==> src/rtl/multiplexed_7segment_display_driver.sv <==
// Time-multiplexed 7-segment driver: scans DIGITS digits with a per-digit PWM
// window after a dead time, leading-zero blanking, blink and a per-frame snapshot.
module multiplexed_7segment_display_driver #(
  parameter int DIGITS              = 6,
  parameter int CLK_RATE_HZ         = 100_000_000,
  parameter int REFRESH_RATE_HZ     = 1000,
  parameter int DEAD_CYCLES         = 2,
  parameter int BRIGHTNESS_BITS     = 4,
  parameter int BLINK_FRAMES        = 256,
  parameter bit SEGMENTS_ACTIVE_LOW = 1'b0,
  parameter bit ENABLES_ACTIVE_LOW  = 1'b0
) (
  input  logic                       clk,
  input  logic                       reset,
  input  logic [4*DIGITS-1:0]        data,
  input  logic [DIGITS-1:0]          digit_enable_mask,
  input  logic [DIGITS-1:0]          decimal_point_enable_mask,
  input  logic [DIGITS-1:0]          blink_mask,
  input  logic                       leading_zero_blank,
  input  logic [BRIGHTNESS_BITS-1:0] brightness,
  output logic [7:0]                 display_led_segments,
  output logic [DIGITS-1:0]          display_led_enable_mask,
  output logic                       frame_start
);

  localparam int SLOT_CYCLES = CLK_RATE_HZ / (REFRESH_RATE_HZ * DIGITS);
  localparam int C_W = (SLOT_CYCLES > 1) ? $clog2(SLOT_CYCLES) : 1;
  localparam int O_W = C_W + 1;
  localparam int P_W = O_W + BRIGHTNESS_BITS + 1;
  localparam int D_W = (DIGITS > 1) ? $clog2(DIGITS) : 1;
  localparam int B_W = (BLINK_FRAMES > 1) ? $clog2(BLINK_FRAMES) : 1;
  localparam logic [7:0]        SEG_OFF = {8{SEGMENTS_ACTIVE_LOW}};
  localparam logic [DIGITS-1:0] EN_OFF  = {DIGITS{ENABLES_ACTIVE_LOW}};

  if (DIGITS < 1 || DIGITS > 16) begin : g_bad_digits
    $error("DIGITS must be in 1..16");
  end
  if (SLOT_CYCLES < DEAD_CYCLES + (1 << BRIGHTNESS_BITS)) begin : g_slot_too_short
    $error("slot too short for dead time plus full brightness range");
  end

  function automatic logic [6:0] seg_code(input logic [3:0] nib);
    case (nib)
      4'h0: seg_code = 7'h3F;  4'h1: seg_code = 7'h06;
      4'h2: seg_code = 7'h5B;  4'h3: seg_code = 7'h4F;
      4'h4: seg_code = 7'h66;  4'h5: seg_code = 7'h6D;
      4'h6: seg_code = 7'h7D;  4'h7: seg_code = 7'h07;
      4'h8: seg_code = 7'h7F;  4'h9: seg_code = 7'h6F;
      4'hA: seg_code = 7'h77;  4'hB: seg_code = 7'h7C;
      4'hC: seg_code = 7'h39;  4'hD: seg_code = 7'h5E;
      4'hE: seg_code = 7'h79;  default: seg_code = 7'h71;
    endcase
  endfunction

  // Full-width product so the top brightness code reaches the whole active span.
  function automatic logic [O_W-1:0] on_cycles(input logic [BRIGHTNESS_BITS-1:0] b);
    logic [P_W-1:0] prod;
    prod = P_W'(SLOT_CYCLES - DEAD_CYCLES) * (P_W'(b) + P_W'(1));
    on_cycles = O_W'(prod >> BRIGHTNESS_BITS);
  endfunction

  logic [C_W-1:0]             c_q, c_d;
  logic [D_W-1:0]             d_q, d_d;
  logic [B_W-1:0]             blink_cnt_q, blink_cnt_d;
  logic                       blink_phase_q, blink_phase_d;
  logic [4*DIGITS-1:0]        data_s_q, data_s_d;
  logic [DIGITS-1:0]          den_s_q, den_s_d;
  logic [DIGITS-1:0]          dp_s_q, dp_s_d;
  logic [DIGITS-1:0]          blink_s_q, blink_s_d;
  logic                       lzb_s_q, lzb_s_d;
  logic [BRIGHTNESS_BITS-1:0] bright_s_q, bright_s_d;
  logic                       phase_s_q, phase_s_d;
  logic [7:0]                 seg_q, seg_d;
  logic [DIGITS-1:0]          en_q, en_d;
  logic                       frame_start_q, frame_start_d;

  logic              frame_cond;
  logic              dark;
  logic              in_window;
  logic              zero_tail;
  logic [DIGITS-1:0] blanked;
  logic [3:0]        nibble;
  logic [7:0]        seg_raw;
  logic [DIGITS-1:0] en_raw;
  logic [O_W-1:0]    c_ext;

  assign frame_cond = (c_q == '0) && (d_q == '0);

  // Scan counters, blink counter and snapshot; the *_d snapshot values are the
  // frame's view, so digit 0 already sees inputs captured on the same edge.
  always_comb begin
    c_d = c_q + C_W'(1);
    d_d = d_q;
    if (c_q == C_W'(SLOT_CYCLES - 1)) begin
      c_d = '0;
      d_d = (d_q == D_W'(DIGITS - 1)) ? '0 : d_q + D_W'(1);
    end
    blink_cnt_d   = blink_cnt_q;
    blink_phase_d = blink_phase_q;
    if (frame_cond) begin
      if (blink_cnt_q == B_W'(BLINK_FRAMES - 1)) begin
        blink_cnt_d   = '0;
        blink_phase_d = ~blink_phase_q;
      end else begin
        blink_cnt_d = blink_cnt_q + B_W'(1);
      end
    end
    data_s_d   = frame_cond ? data                      : data_s_q;
    den_s_d    = frame_cond ? digit_enable_mask         : den_s_q;
    dp_s_d     = frame_cond ? decimal_point_enable_mask : dp_s_q;
    blink_s_d  = frame_cond ? blink_mask                : blink_s_q;
    lzb_s_d    = frame_cond ? leading_zero_blank        : lzb_s_q;
    bright_s_d = frame_cond ? brightness                : bright_s_q;
    phase_s_d  = frame_cond ? blink_phase_q             : phase_s_q;
  end

  always_comb begin
    zero_tail = 1'b1;
    blanked   = '0;
    for (int k = DIGITS - 1; k >= 1; k--) begin
      zero_tail  = zero_tail && (data_s_d[4*k +: 4] == 4'h0);
      blanked[k] = zero_tail && lzb_s_d;
    end
    nibble    = data_s_d[4*d_q +: 4];
    dark      = !den_s_d[d_q] || (blink_s_d[d_q] && phase_s_d);
    c_ext     = {1'b0, c_q};
    in_window = (c_ext >= O_W'(DEAD_CYCLES)) &&
                (c_ext < O_W'(DEAD_CYCLES) + on_cycles(bright_s_d));
    seg_raw = 8'h00;
    if (!dark) seg_raw = {dp_s_d[d_q], blanked[d_q] ? 7'h00 : seg_code(nibble)};
    // Segments only reload at slot start, inside the dead time.
    seg_d        = (c_q == '0) ? (seg_raw ^ SEG_OFF) : seg_q;
    en_raw       = '0;
    en_raw[d_q]  = !dark && in_window;
    en_d         = en_raw ^ EN_OFF;
    frame_start_d = frame_cond;
  end

  always_ff @(posedge clk or negedge reset) begin
    if (!reset) begin
      c_q           <= '0;
      d_q           <= '0;
      blink_cnt_q   <= '0;
      blink_phase_q <= 1'b0;
      data_s_q      <= '0;
      den_s_q       <= '0;
      dp_s_q        <= '0;
      blink_s_q     <= '0;
      lzb_s_q       <= 1'b0;
      bright_s_q    <= '0;
      phase_s_q     <= 1'b0;
      seg_q         <= SEG_OFF;
      en_q          <= EN_OFF;
      frame_start_q <= 1'b0;
    end else begin
      c_q           <= c_d;
      d_q           <= d_d;
      blink_cnt_q   <= blink_cnt_d;
      blink_phase_q <= blink_phase_d;
      data_s_q      <= data_s_d;
      den_s_q       <= den_s_d;
      dp_s_q        <= dp_s_d;
      blink_s_q     <= blink_s_d;
      lzb_s_q       <= lzb_s_d;
      bright_s_q    <= bright_s_d;
      phase_s_q     <= phase_s_d;
      seg_q         <= seg_d;
      en_q          <= en_d;
      frame_start_q <= frame_start_d;
    end
  end

  assign display_led_segments    = seg_q;
  assign display_led_enable_mask = en_q;
  assign frame_start             = frame_start_q;

endmodule

==> config.mk <==
export PLATFORM = sky130hd
export DESIGN_NAME = multiplexed_7segment_display_driver
export DESIGN_NICKNAME = d
export VERILOG_FILES = /design/src/rtl/multiplexed_7segment_display_driver.sv
export SDC_FILE = /design/constraint.sdc
export NUM_CORES = 1
export LEC_CHECK = 0
export CELL_PAD_IN_SITES_DETAIL_PLACEMENT = 0
export CELL_PAD_IN_SITES_GLOBAL_PLACEMENT = 1
export CORE_UTILIZATION = 44
export DETAILED_ROUTE_END_ITERATION = 16
export PLACE_DENSITY_LB_ADDON = 0.1
export SYNTH_ARGS = -nofsm -noshare
export SYNTH_HDL_FRONTEND = slang
export SYNTH_SLANG_ARGS = --single-unit
==> constraint.sdc <==
create_clock -name clk -period 7.6 [get_ports clk]
set_clock_uncertainty 0.05 [all_clocks]
set_input_delay 1.52 -clock clk [delete_from_list [all_inputs] [get_ports clk]]
set_output_delay 1.52 -clock clk [all_outputs]
set_load 0.1 [all_outputs]
== After elaboration in Yosys (flattened, before gate mapping) ==
Memory sizes are Yosys's and may differ from the RTL's.
Cells that the tools add are included.

* Bits in read-only memories: 112
* Bits in registers: 90
* Memories kept: 1
* Output and inout port bits: 15
* Input bits: 49
* Word-level logic and storage cells: 78

* Bitwise operators: 2
* Reductions and logical operators: 25
* Shift operators: 1
* $mul: 1
* $lt $le $gt $ge: 4
* Mux-type cells: 22
* Equal/unequal tests: 3
* $add $sub $neg: 5

{| class="wikitable"
|+ Memories
! name !! words !! width !! rd ports !! clocked after memory_dff !! write ports !! line !! RTL
|-
| (name not given) || 16 || 7 || 1 || 0 || 0 || 43 || <nowiki>case (nib)</nowiki>
|}

{| class="wikitable"
|+ Operator list
! operator !! number
|-
| two-way mux 24 bit || 1
|-
| variable part select 24 x 6 -> 4 bit || 1
|-
| logical NOT 4 bit || 5
|-
| two-way mux 6 bit || 3
|-
| multiplier 12 x 5 -> 17 bit (first input constant) || 1
|-
| adder 2 x 16 -> 16 bit (first input constant) || 1
|-
| less-than comparator 15 x 16 -> 1 bit || 1
|-
| two-way mux 8 bit || 2
|-
| adder 15 x 1 -> 15 bit (second input constant) || 1
|-
| equality test 15 bit (second input constant) || 1
|-
| greater-or-equal comparator 15 x 2 -> 1 bit (second input constant) || 1
|-
| logical NOT 15 bit || 1
|-
| two-way mux 15 bit || 1
|-
| logical AND 1 bit || 14
|-
| binary-select mux 1 bit (select 3 bit) || 4
|-
| adder 8 x 1 -> 8 bit (second input constant) || 1
|-
| equality test 8 bit (second input constant) || 1
|-
| two-way mux 1 bit || 7
|-
| two-way mux 7 bit || 1
|-
| bitwise AND 6 bit || 1
|-
| adder 4 x 1 -> 5 bit (second input constant) || 1
|-
| less-than comparator 3 x 4 -> 1 bit (second input constant) || 1
|-
| two-way mux 4 bit || 1
|-
| adder 3 x 1 -> 3 bit (second input constant) || 1
|-
| other kinds (9) || 10
|}

== Longest topological paths before layout ==
* Word-level depth: 13
* Mapped depth: 33
* Mapped depth without buffers: 31

== Least setup slack after synthesis ==
OpenSTA, ideal clock, no wires.

* Path type: reg-to-reg
* Start point: register d_q[1]
* End point: register en_q[2], in the netlist display_led_enable_mask[2]
* Data arrival time: 5.940 ns
* Data required time: 7.445 ns
* Setup slack: 1.505 ns
* Buffers on the path: 3
* Stages on the path, launching flop included: 31
* Period minus slack after synthesis: 6.095 ns
* Cells stage by stage: dfrtp_1 buf_6 nor3_4 and2_1 buf_6 nand2_8 clkinv_1 clkbuf_1 nand2_1 nand2_1 ha_1 nand3_1 inv_1 ha_1 ha_1 ha_1 a41oi_1 o21bai_1 xnor2_1 nor4_1 nand2_1 nor3_1 nor3_1 ha_1 a21o_1 a21o_1 a21o_1 a21o_1 a21oi_1 o211ai_1 nor4b_1

* Word-level cells in the longest chain between the ends: 10
* Elaborated cells between the ends (all ways): 26

{| class="wikitable"
|+ RTL lines
! what !! line !! RTL
|-
| from (decl) || 63 || <nowiki>logic [D_W-1:0] d_q, d_d;</nowiki>
|-
| from (signal assigned) || 142 || <nowiki>d_q <= '0;</nowiki>
|-
| from (signal assigned) || 157 || <nowiki>d_q <= d_d;</nowiki>
|-
| logical NOT 3 bit || 87 || <nowiki>assign frame_cond = (c_q == '0) && (d_q == '0);</nowiki>
|-
| logical AND 1 bit || 87 ||
|-
| two-way mux 4 bit || 113 || <nowiki>bright_s_d = frame_cond ? brightness : bright_s_q;</nowiki>
|-
| named net bright_s_d[0] || 71 || <nowiki>logic [BRIGHTNESS_BITS-1:0] bright_s_q, bright_s_d;</nowiki>
|-
| adder 4 x 1 -> 5 bit || 58 || <nowiki>prod = P_W'(SLOT_CYCLES - DEAD_CYCLES) * (P_W'(b) + P_W'(1));</nowiki>
|-
| multiplier 12 x 5 -> 17 bit || 58 ||
|-
| adder 2 x 16 -> 16 bit || 128 || <nowiki>(c_ext < O_W'(DEAD_CYCLES) + on_cycles(bright_s_d));</nowiki>
|-
| less-than comparator 15 x 16 -> 1 bit || 128 ||
|-
| logical AND 1 bit || 127 || <nowiki>in_window = (c_ext >= O_W'(DEAD_CYCLES)) &&</nowiki>
|-
| logical AND 1 bit || 134 || <nowiki>en_raw[d_q] = !dark && in_window;</nowiki>
|-
| bitwise AND 6 bit (no line) || -- ||
|-
| named net en_d[2] || 74 || <nowiki>logic [DIGITS-1:0] en_q, en_d;</nowiki>
|-
| to (signal assigned) || 168 || <nowiki>en_q <= en_d;</nowiki>
|-
| to (decl) || 74 ||
|}

The timed path passes the listed nets, and every way through them passes these cells. The select of a mux whose other input is x is not followed.
A chain may end at the register's enable or synchronous reset.

== Worst setup path in the final report ==
* Start point: input port brightness[2]
* End point: register en_q[2], in the netlist display_led_enable_mask[2]

* Word-level cells in the longest chain between the ends: 8

{| class="wikitable"
|+ RTL lines
! what !! line !! RTL
|-
| from (decl) || 20 || <nowiki>input logic [BRIGHTNESS_BITS-1:0] brightness,</nowiki>
|-
| two-way mux 4 bit || 113 ||
|-
| adder 4 x 1 -> 5 bit || 58 ||
|-
| multiplier 12 x 5 -> 17 bit || 58 ||
|-
| adder 2 x 16 -> 16 bit || 128 ||
|-
| less-than comparator 15 x 16 -> 1 bit || 128 ||
|-
| logical AND 1 bit || 127 ||
|-
| logical AND 1 bit || 134 ||
|-
| bitwise AND 6 bit (no line) || -- ||
|-
| named net en_d[2] || 74 ||
|}

The timed path passes the listed nets, and every way through them passes these cells.

==> qor.csv <==
stage,metric,value,unit
run_status,status,finished clean,
logic_synthesis,synth_area,5460,sq um
global_routing,grt_pass1_wl,22500,um
place,io_buffers,63,
global_routing,grt_util_all_layers,22.6,%
clock_tree,clk_path_buf_depth,2,
clock_tree,cts_buffers,9,
pwr,p_leak,2.99,nW
logic_synthesis,synthArstFlopShare,100,%
worst_hold_path,holdPathStages,1,
route,routed_wl,13500,um
route,dr.pass1.iters,4,
cells_and_area,fin_area,6550,sq um
run,drv_cap,0,
worst_hold_path,worst_hold_path_type,reg -> reg,
setup_path,crit_fanout,6,
logic_synthesis,ys_seq_area_share,41.3,%
logic_synthesis,syn_inst,589,
pwr,powerDensity,179,nW/um^2
global_routing,met3_usage,4.93,%
logic_synthesis,synth_top_flop_cell,dfrtp_1,
global_routing,top_usage_layer,met2,
floorplan,die_y,113,um
setup_path,path_depth,23,
sta,drv_slew,0,
cells_and_area,drive_above_1_share,7.65,%
route,drc_errors,0,
setup_path,cp_cell_sequence,"clkdlybuf4s50_1, nand3_1, nor3_1, a41oi_2, xnor2_2, ha_1, ha_1, ha_1, a41oi_1, o21bai_1, xnor2_1, nor4_1, nand2_1, nor3_1, nor3_1, ha_1, a21o_1, a21o_1, a21o_1, a21o_1, a21oi_1, o211ai_1, nor4b_1",
setup_path,worstPathArrival,7.12,ns
place,preCtsSetupSlack,0.364,ns
logic_synthesis,ys_top_cells_by_count,"130 x nand2_1, 90 x dfrtp_1, 38 x ha_1",
global_routing,grt_use_met1,28.9,%
sta,rsz0062_at_grt,no,
place,hpwl,10100,um
sta,finalHoldViolations,0,
sta,setup_slack,0.665,ns
clock_tree,ctsHtreeMaxLevel,3,
floorplan,ios,64,
cells_and_area,syn_to_final_growth,20.0,%
setup_path,cp-end-kind,flip-flop,
floorplan,core,12100,sq um
logic_synthesis,yosys.area.top_type_share,41.3,%
sta,whs,0.420,ns
cells_and_area,nNetsFinal,737,
clock_tree,cts_tree,built,
sta,worstMarginPinSlew,0.979,ns
floorplan,die-width,113,um
pwr,irDropWorstVdd,0.123,mV
global_routing,grt_max_degree,62,
setup_path,max_stage_delay,0.61,ns
clock_tree,cts_setup_buffers,0,
global_routing,grt-ovfl-total,0,
logic_synthesis,syn-num-nets,677,
place,gp_congestion,0.850,
route,wl_per_cell,16.5,um
cells_and_area,final_util,54.3,%
setup_path,criticalPathCategory,in -> reg,
setup_path,r2r_cells,26,
clock_tree,clk_pin_slew,0.06,ns
global_routing,grt_util_met2,38.2,%
clock_tree,clock_sinks,90,
sta,setup_tns,0,ns
setup_path,required,7.79,ns
place,place_area,6230,sq um
setup_path,cpLargestDelayFamily,simple AND/OR/NAND/NOR gates,
global_routing,grt_pass1_vias,4523,
route,ant_nets,0,
route,routed_via_density,5.43,
cells_and_area,antenna_cells,0,
logic_synthesis,synth.most_common_cell,nand2_1,
floorplan,dieArea,12800,sq um
global_routing,antenna_found_initial,0,
logic_synthesis,ys_seq_elements,90,
setup_path,cp_slowest_cell,nor4_1,
logic_synthesis,synth.distinct_cells,73,
clock_tree,clk_latency,0.34,ns
logic_synthesis,yosys_warnings,0,
sta,max_slew_margin,34.5,%
logic_synthesis,synth-edff-count,0,
sta,fmax,144,MHz
floorplan,initial_utilization,45.2,%
setup_path,critPathLaunchType,input port,
clock_tree,root_buffer,clkbuf_16,
logic_synthesis,postSynthAreaPerCell,9.26,sq um
floorplan,std_cell_rows,40,
logic_synthesis,yosys-top-cells-area,"dfrtp_1 41%, nand2_1 8.9%, ha_1 8.7%",
logic_synthesis,yosys.area.top_type,dfrtp_1,
route,drt_iter0_drc,264,
sta,finalCritPeriodShare,91.3,%
setup_path,crit_buf_inv,1,
sta,period_needed,6.94,ns
route,vias,4467,
sta,final-setup-viol-count,0,
routing by layer:
metal | vias to the layer above | part of all wire (%)
met1 | 2182 | 46
met3 | 16 | 3.2
met2 | 89 | 49
met5 | - | 0
li1 | 2180 | -
met4 | 0 | 2.0
stage by stage:
stage	instances	total power, mW
finish	822	1.17
global route	822	1.22
CTS	822	1.18
detailed placement	806	0.706
global placement	806	0.704
floorplan	589	0.635
sequential cells by signal, summed over array words and instances, names as in the netlist:
| name | flops |
|---|---|
| bright_s_q | 4 |
| data_s_q | 24 |
| blink_phase_q | 1 |
| display_led_enable_mask | 6 |
| d_q | 3 |
| den_s_q | 6 |
| frame_start | 1 |
| display_led_segments | 8 |
| dp_s_q | 6 |
| blink_cnt_q | 8 |
| blink_s_q | 6 |
| phase_s_q | 1 |
| lzb_s_q | 1 |
| c_q | 15 |
area by class of cell:
cell class	count	area, sq um
clock buffer	14	254
clock inverter	2	60.1
fill	1119	5520
inverter	28	105
multi-input combinational	448	2970
sequential	90	2250
tap	168	210
timing repair buffer	72	696
placed cells by master, fill, tap and decap left out, types with 13 or more instances in the layout:
cell type        Yosys  final
inv_1               27     27
nand3_1             28     28
nand2_1            130    130
nor3_1              13     13
xnor2_1             21     21
nor2_1              25     25
clkdlybuf4s50_1      0     62
o21ai_0             25     25
ha_1                38     38
a21oi_1             15     15
dfrtp_1             90     90
kinds of logic (layout without fill, tap and decap cells):
kind of cell	after synthesis	after routing	synth area share, %
compound gates	100	100	13.0
xor+xnor	35	35	6.01
fa+ha+maj	39	39	9.08
buf+inv	51	116	4.33
flops	90	90	41.3
mux	18	18	3.72
simple gates	256	256	22.5
power breakdown:
| part | internal, mW | leakage, nW | switching, mW |
|---|---|---|---|
| clock network | 0.298 | 0.151 | 0.176 |
| registers | 0.495 | 1.12 | 0.00911 |
| logic | 0.0841 | 1.73 | 0.109 |
final timing paths:
kind                                                              to  slack (ns)                      start
worst max-delay path            display_led_enable_mask[2]$_DFF_PN0_        0.66              brightness[2]
worst min register to register             blink_phase_q$_DFFE_PN0P_        0.42  blink_phase_q$_DFFE_PN0P_
worst max register to register  display_led_enable_mask[2]$_DFF_PN0_        0.69           c_q[0]$_DFF_PN0_
max in group asynchronous                  blink_phase_q$_DFFE_PN0P_        5.34                      reset
min in group asynchronous        display_led_segments[4]$_DFFE_PN0N_        1.05                      reset
worst min-delay path                       blink_phase_q$_DFFE_PN0P_        0.42  blink_phase_q$_DFFE_PN0P_
timing repair:
item                                    4_1_cts  5_1_grt
resized for setup                             0        1
hold buffers                                  0        0
endpoints found under the setup margin        0        2
hold endpoints to repair                      0        0
(Power assumes the default switching activity.)
